**config.mk**
```make
export PLATFORM = sky130hd
export DESIGN_NAME = read_bpm_test_link
export DESIGN_NICKNAME = d
export VERILOG_FILES = /design/src/rtl/read_bpm_test_link.sv
export SDC_FILE = /design/constraint.sdc
export NUM_CORES = 1
export LEC_CHECK = 0
export ABC_CLOCK_PERIOD_IN_PS = 3020
export CAP_MARGIN = 20
export CELL_PAD_IN_SITES_DETAIL_PLACEMENT = 0
export CELL_PAD_IN_SITES_GLOBAL_PLACEMENT = 1
export CORE_MARGIN = 2
export CORE_UTILIZATION = 40
export CTS_CLUSTER_DIAMETER = 100
export CTS_CLUSTER_SIZE = 30
export DETAILED_ROUTE_END_ITERATION = 10
export PLACE_DENSITY_LB_ADDON = 0.1
export SETUP_SLACK_MARGIN = 0.4
export SYNTH_ARGS = -nofsm -noshare
export SYNTH_HDL_FRONTEND = slang
export SYNTH_SLANG_ARGS = --single-unit
```
**constraint.sdc**
```tcl
create_clock -name auroraUserClk -period 3.02 [get_ports auroraUserClk]
set_clock_uncertainty 0.1 [all_clocks]
set_input_delay 0.302 -clock auroraUserClk [delete_from_list [all_inputs] [get_ports auroraUserClk]]
set_output_delay 0.302 -clock auroraUserClk [all_outputs]
set_load 0.005 [all_outputs]
```
**src/rtl/read_bpm_test_link.sv**
```systemverilog
// Receive end of the BPM test link. Parses header + data-word packets arriving
// on the Aurora user clock, checks magic and length, publishes good packets
// with a one-cycle strobe and keeps per-FA-cycle and error statistics.
module read_bpm_test_link #(
    parameter int                     MAGIC_WIDTH     = 16,
    parameter int                     MAGIC_START_BIT = 16,
    parameter int                     INDEX_WIDTH     = 5,
    parameter int                     INDEX_START_BIT = 10,
    parameter int                     NUM_DATA_WORDS  = 3,
    parameter logic [MAGIC_WIDTH-1:0] EXPECTED_MAGIC  = 16'hA5BE,
    parameter int                     COUNT_WIDTH     = 8
) (
    input  logic                         auroraUserClk,
    input  logic                         auroraResetN,
    input  logic                         auroraChannelUp,
    input  logic                         auroraFAstrobe,
    input  logic [31:0]                  BPM_TEST_AXI_STREAM_RX_tdata,
    input  logic                         BPM_TEST_AXI_STREAM_RX_tvalid,
    input  logic                         BPM_TEST_AXI_STREAM_RX_tlast,
    output logic                         packetStrobe,
    output logic [INDEX_WIDTH-1:0]       packetIndex,
    output logic [32*NUM_DATA_WORDS-1:0] packetData,
    output logic                         statusStrobe,
    output logic [1:0]                   statusCode,
    output logic [COUNT_WIDTH-1:0]       packetsLastCycle,
    output logic [15:0]                  errorCount
);

    localparam int WCNT_W = (NUM_DATA_WORDS > 1) ? $clog2(NUM_DATA_WORDS) : 1;
    localparam logic [WCNT_W-1:0] LAST_WORD = WCNT_W'(NUM_DATA_WORDS - 1);

    localparam logic [1:0] CODE_OK    = 2'd0;
    localparam logic [1:0] CODE_MAGIC = 2'd1;
    localparam logic [1:0] CODE_SHORT = 2'd2;
    localparam logic [1:0] CODE_LONG  = 2'd3;

    typedef enum logic [1:0] {
        S_HEADER,
        S_DATA,
        S_DISCARD
    } state_t;

    state_t                  state_reg, state_next;
    logic [WCNT_W-1:0]       word_cnt_reg, word_cnt_next;
    logic [INDEX_WIDTH-1:0]  shadow_index_reg;
    logic [31:0]             shadow_data_reg [NUM_DATA_WORDS];
    logic [COUNT_WIDTH-1:0]  cycle_cnt_reg;

    logic [MAGIC_WIDTH-1:0]       hdr_magic;
    logic [INDEX_WIDTH-1:0]       hdr_index;
    logic [32*NUM_DATA_WORDS-1:0] capture_data;

    logic       store_index;
    logic       store_word;
    logic       pkt_good;
    logic       status_valid;
    logic [1:0] status_code_next;

    assign hdr_magic = BPM_TEST_AXI_STREAM_RX_tdata[MAGIC_START_BIT +: MAGIC_WIDTH];
    assign hdr_index = BPM_TEST_AXI_STREAM_RX_tdata[INDEX_START_BIT +: INDEX_WIDTH];

    // The final data word is still on the bus when the packet completes, so it
    // is taken straight from tdata; earlier words come from the shadow slots.
    generate
        for (genvar gi = 0; gi < NUM_DATA_WORDS; gi++) begin : g_capture
            if (gi == NUM_DATA_WORDS - 1) begin : g_last
                assign capture_data[32*gi +: 32] = BPM_TEST_AXI_STREAM_RX_tdata;
            end else begin : g_shadow
                assign capture_data[32*gi +: 32] = shadow_data_reg[gi];
            end
        end
    endgenerate

    // FSM state and word counter registers.
    always_ff @(posedge auroraUserClk or negedge auroraResetN) begin
        if (!auroraResetN) begin
            state_reg    <= S_HEADER;
            word_cnt_reg <= '0;
        end else begin
            state_reg    <= state_next;
            word_cnt_reg <= word_cnt_next;
        end
    end

    // Next-state logic and per-beat decisions; a dropped channel abandons any
    // partial packet without reporting it.
    always_comb begin
        state_next       = state_reg;
        word_cnt_next    = word_cnt_reg;
        store_index      = 1'b0;
        store_word       = 1'b0;
        pkt_good         = 1'b0;
        status_valid     = 1'b0;
        status_code_next = CODE_OK;
        if (!auroraChannelUp) begin
            state_next    = S_HEADER;
            word_cnt_next = '0;
        end else if (BPM_TEST_AXI_STREAM_RX_tvalid) begin
            case (state_reg)
                S_HEADER: begin
                    if (BPM_TEST_AXI_STREAM_RX_tlast) begin
                        status_valid     = 1'b1;
                        status_code_next = CODE_SHORT;
                    end else if (hdr_magic != EXPECTED_MAGIC) begin
                        status_valid     = 1'b1;
                        status_code_next = CODE_MAGIC;
                        state_next       = S_DISCARD;
                    end else begin
                        store_index   = 1'b1;
                        word_cnt_next = '0;
                        state_next    = S_DATA;
                    end
                end
                S_DATA: begin
                    store_word = 1'b1;
                    if (BPM_TEST_AXI_STREAM_RX_tlast) begin
                        status_valid = 1'b1;
                        state_next   = S_HEADER;
                        if (word_cnt_reg == LAST_WORD) begin
                            pkt_good         = 1'b1;
                            status_code_next = CODE_OK;
                        end else begin
                            status_code_next = CODE_SHORT;
                        end
                    end else if (word_cnt_reg == LAST_WORD) begin
                        status_valid     = 1'b1;
                        status_code_next = CODE_LONG;
                        state_next       = S_DISCARD;
                    end else begin
                        word_cnt_next = word_cnt_reg + WCNT_W'(1);
                    end
                end
                S_DISCARD: begin
                    if (BPM_TEST_AXI_STREAM_RX_tlast) begin
                        state_next = S_HEADER;
                    end
                end
                default: state_next = S_HEADER;
            endcase
        end
    end

    // Shadow copy of the packet being assembled.
    always_ff @(posedge auroraUserClk or negedge auroraResetN) begin
        if (!auroraResetN) begin
            shadow_index_reg <= '0;
            for (int i = 0; i < NUM_DATA_WORDS; i++) begin
                shadow_data_reg[i] <= '0;
            end
        end else begin
            if (store_index) begin
                shadow_index_reg <= hdr_index;
            end
            if (store_word) begin
                shadow_data_reg[word_cnt_reg] <= BPM_TEST_AXI_STREAM_RX_tdata;
            end
        end
    end

    // Publish good packets and status events one cycle after the deciding beat.
    always_ff @(posedge auroraUserClk or negedge auroraResetN) begin
        if (!auroraResetN) begin
            packetStrobe <= 1'b0;
            packetIndex  <= '0;
            packetData   <= '0;
            statusStrobe <= 1'b0;
            statusCode   <= CODE_OK;
        end else begin
            packetStrobe <= pkt_good;
            statusStrobe <= status_valid;
            if (pkt_good) begin
                packetIndex <= shadow_index_reg;
                packetData  <= capture_data;
            end
            if (status_valid) begin
                statusCode <= status_code_next;
            end
        end
    end

    // Good-packet count per FA cycle; a completion on the strobe cycle belongs
    // to the new cycle.
    always_ff @(posedge auroraUserClk or negedge auroraResetN) begin
        if (!auroraResetN) begin
            cycle_cnt_reg    <= '0;
            packetsLastCycle <= '0;
        end else if (auroraFAstrobe) begin
            packetsLastCycle <= cycle_cnt_reg;
            cycle_cnt_reg    <= pkt_good ? COUNT_WIDTH'(1) : '0;
        end else if (pkt_good && (cycle_cnt_reg != '1)) begin
            cycle_cnt_reg <= cycle_cnt_reg + COUNT_WIDTH'(1);
        end
    end

    // Saturating count of every non-OK status event.
    always_ff @(posedge auroraUserClk or negedge auroraResetN) begin
        if (!auroraResetN) begin
            errorCount <= '0;
        end else if (status_valid && (status_code_next != CODE_OK) &&
                     (errorCount != 16'hFFFF)) begin
            errorCount <= errorCount + 16'd1;
        end
    end

endmodule

```
# After elaboration in Yosys (flattened, before gate mapping)
# Index checks and enable logic that the tools add are counted.
[op_classes]
n_reduce_logical = 9
eq_ne = 14
n_addsub = 3
n_mux = 48
bitwise = 1
order_cmp = 2
[ops]
columns = ["cell", "n"]
rows = [
  ["$bwmux W96", 1],
  ["$demux W32 S2", 1],
  ["$mux W2", 19],
  ["$mux W32", 1],
  ["$ne A16 B16 Y1 const B", 2],
  ["$mux W1", 20],
  ["$add A16 B1 Y16 const B", 1],
  ["$mux W8", 2],
  ["$ne A3 B3 Y1 const B", 5],
  ["$add A8 B1 Y8 const B", 1],
  ["$ne A8 B8 Y1 const B", 1],
  ["$pmux W2 S2", 2],
  ["$pmux W2 S3", 1],
  ["$reduce_and A6 Y1", 1],
  ["$eq A2 B2 Y1 const B", 2],
  ["$logic_and A1 B1 Y1", 4],
  ["$ne A4 B4 Y1 const B", 1],
  ["$reduce_and A4 Y1", 1],
  ["$reduce_bool A2 Y1", 2],
  ["$ge A3 B3 Y1 const B", 1],
  ["$lt A3 B1 Y1 const B", 1],
  ["$ne A3 B1 Y1 const B", 1],
  ["$not A2 Y3", 1],
  ["$add A2 B1 Y2 const B", 1],
  ["other kinds (4)", 4],
]
[word_totals]
word_cells = 91
out_inout_bits = 129
in_bits = 38
register_bits = 242

# Depth between registers and ports, before layout
[depth]
ltp_word = 9
depth_mapped = 9
depth_no_buf = 8

# Worst setup path after synthesis
# No wires, ideal clock.
[synth_path]
path_kind = "reg-to-reg"
from = "reg errorCount[0]"
to = "reg errorCount[1]"
arrival_ps = 1867
required_ps = 2795
path_slack_ps = 928
n_path_buf = 0
setup_ps = 125
synth_period_minus_slack_ps = 2092
stages_incl_launch_ff = 7
path_cell_list = "dfrtp_1 ha_1 nand3_1 nor4_4 nand2_1 nand3_2 mux2_2"
[synth_between]
elab_chain_len = 2
word_cells_on_any_way = 3
classes_between = "1 x add/sub; 1 x eq/ne; 1 x reduce/logical"
[synth_rtl]
columns = ["element", "line_no", "text"]
rows = [
  ["start: declaration", "26", "output logic [15:0] errorCount"],
  ["start signal: assignment", "201", "errorCount <= errorCount + 16'd1;"],
  ["branches (longest 2 deep; another with $add A16 B1 Y16)", "--", ""],
]
# Parallel ways; which one is timed is not known.
# A chain may end at the register's enable or synchronous reset.

# Worst setup path in the final report
# Same ends and word-level chain as after synthesis.

==> metrics.cfg <==
[status]
status = complete, no violations

[die]
ios = 167
initial_core_util_pct = 40.5
dieArea_mm2 = 0.0224
dieHeight_um = 150
fp.coreArea_mm2 = 0.0209
die_w_um = 150
rows = 53

[clocking]
cts_buffer_depth = 3
post_cts_buffers = 0
cts-resized-gates = 0
root_buffer = clkbuf_16
clkLatencyLatePin_ps = 470
path_clk_slew_ps = 100
cts_buffers = 11
htree_levels = 1
cts_tree = done
cts_sinks = 210

[route]
wl_um = 19400
via_per_inst = 4.91
ant_nets = 0
vias = 5812
drt_iter0_drc = 339
drtPass1Iterations = 4
drc = 0
wl_per_cell_um = 16.4

[setup_path]
crit_chain = ha_1 -> nand3_1 -> nor4_4 -> nand2_1 -> nand3_2 -> mux2_2
path_max_fanout = 10
cp_num_buf_inv = 0
critPathTopFamily = simple AND/OR/NAND/NOR gates
crit_path_start_kind = flip-flop
reg2reg_to = errorCount[1]
regToRegSetupSlack_ps = 610
required_ps = 3280
r2r_start = errorCount[0]
slowest_stage = dfrtp_1
critical_path_class = reg2reg
slowest_delay_ps = 490
rr_worst_depth = 6
crit_path_end_kind = flip-flop
worstPathArrival_ps = 2670

[pwr]
pwr-share-clk_pct = 35.1
p_int_mw = 3.91
switching_share_pct = 23.1
leakage_nw = 5.34
comb_power_share_pct = 7.1
seqPwrFrac_pct = 57.8
vdd_ir_drop_max_mv = 0.360
power_density_mw_per_mm2 = 468
p_sw_mw = 1.17

[final_layout]
postLayoutCellArea_mm2 = 0.0108
drive_gt1_share_pct = 14.7
n_fill_cell = 1903
regMostFlops = packetData
nets = 952
syn_to_final_growth_pct = 28.0
num_antenna_cells = 0
largest_register_ffs = 96

[timing]
rsz0062_at_grt = no
fmax_mhz = 414
hold_viol = 0
period_share_pct = 80.0
min_period_ps = 2410
fin_setup_tns_ps = 0
maxSlewViolCount = 0
tightest_slew_ps = 859
hold_slack_ps = 272
slew_headroom_pct = 42.3
setup_violations = 0

[global_route]
grt_pass1_vias = 5901
grt_usage_pct = 17.7
antenna_found_initial = 0
grt_pass1_wl_um = 31800
grt-ovfl-total = 0
grt_start_max_net_pins = 69

[logic_synthesis]
synth_top_area_share_pct = 62.0
yosys.area.top_type = dfrtp_1
synth_warnings = 0
async_reset_ff_share_pct = 100
synth_commonest_cells = nand2_1 (267), dfrtp_1 (210), mux2_2 (91), buf_2 (22), xnor2_1 (20)
ys_seq_elements = 210
synth_cell_type_count = 41
synth_flop_cell = dfrtp_1
synth-edff-count = 0
postSynthAreaPerCell_um2 = 11.4
yosysSeqAreaShare_pct = 62.0
syn_nets = 791
yosysMostFrequentCell = nand2_1
ys_top_cells_by_area = dfrtp_1 (62%), mux2_2 (12%), nand2_1 (12%), xnor2_1 (2.1%), buf_2 (1.3%)
netlist_area_mm2 = 0.00847
postSynthCellCount = 746

[placed_design]
gp_congestion = 0.805
portBuffers = 166
hpwl_um = 13200
dpl_cell_area_mm2 = 0.0105

[job]
max-cap-violations = 0

[worst_hold_path]
hp-class = in2async

[worst max-delay path by stage]
stage	start	endpoint	cells past startpoint
floorplan	errorCount[0]	errorCount[1]	6
global placement	BPM_TEST_AXI_STREAM_RX_tlast	errorCount[1]	8
detailed placement	BPM_TEST_AXI_STREAM_RX_tlast	errorCount[1]	8
CTS	errorCount[0]	errorCount[1]	6
global route	errorCount[0]	errorCount[1]	6
finish	errorCount[0]	errorCount[1]	6
[through the flow]
| step | util, % | power (mW) | cells | setup WS [ps] |
|---|---|---|---|---|
| floorplan | - | 3.10 | 746 | 928 |
| finish | 51.9 | 5.08 | 1184 | 605 |
| global placement | 50.1 | 3.35 | 1168 | 373 |
| global route | 51.9 | 5.31 | 1184 | 419 |
| CTS | 51.9 | 5.15 | 1184 | 583 |
| detailed placement | 50.1 | 3.36 | 1168 | 315 |
[metal layers]
layer	global-route usage [%]	wire length (um)	vias to the layer above
li1	-	-	2771
met3	3.26	986	17
met5	0	0	-
met1	24.4	8720	2894
met4	3.38	274	0
met2	29.4	9400	130
[layout make-up]
type,instances,area (um^2),area share [%]
repair buffers,182,1810,16.7
flip-flops and latches,210,5260,48.5
well taps,275,344,3.17
multi-input cells,493,3040,28.0
clock inverters,4,85.1,0.785
inverters,9,33.8,0.312
clock buffers,11,275,2.54
[cell usage in the layout (no fill, tap or decap), types with 3 or more instances in the layout]
master / count
a2111oi_0: 3
a21oi_1: 7
and3_1: 3
buf_4: 13
clkbuf_16: 11
clkdlybuf4s50_1: 165
dfrtp_1: 210
ha_1: 7
inv_1: 8
mux2_1: 5
mux2_2: 91
mux2i_1: 4
nand2_1: 267
nand2b_1: 3
nand3_1: 14
nand3_2: 3
nand4_1: 10
nand4b_1: 4
nor2_1: 15
nor3_1: 4
o21ai_0: 10
xnor2_1: 20
[cell families (layout without fill, tap and decap cells)]
| logic type | after synthesis | in the layout | share of synthesized area (%) |
|---|---|---|---|
| buffers and inverters | 43 | 206 | 2.36 |
| DFF | 210 | 210 | 62.0 |
| and+or+nand+nor | 342 | 342 | 17.5 |
| adders and majority gates | 7 | 7 | 1.03 |
| muxes | 100 | 100 | 13.2 |
| AOI/OAI and AO/OA | 24 | 24 | 1.76 |
| xor gates and xnor gates | 20 | 20 | 2.07 |
[power groups by stage]
stage / combinational [mW] / sequential, mW / clock [mW]
floorplan: 0.132 / 2.97 / 0
global placement: 0.363 / 2.99 / 0
detailed placement: 0.366 / 2.99 / 0
CTS: 0.372 / 2.94 / 1.85
global route: 0.402 / 2.95 / 1.96
finish: 0.359 / 2.94 / 1.78
[what timing repair did]
| item | CTS | global route |
|---|---|---|
| setup endpoints to repair | 0 | 0 |
| hold buffers | 1 | 0 |
| hold endpoints to repair | 59 | 0 |
Note: power is estimated with default switching activity, not from simulation.
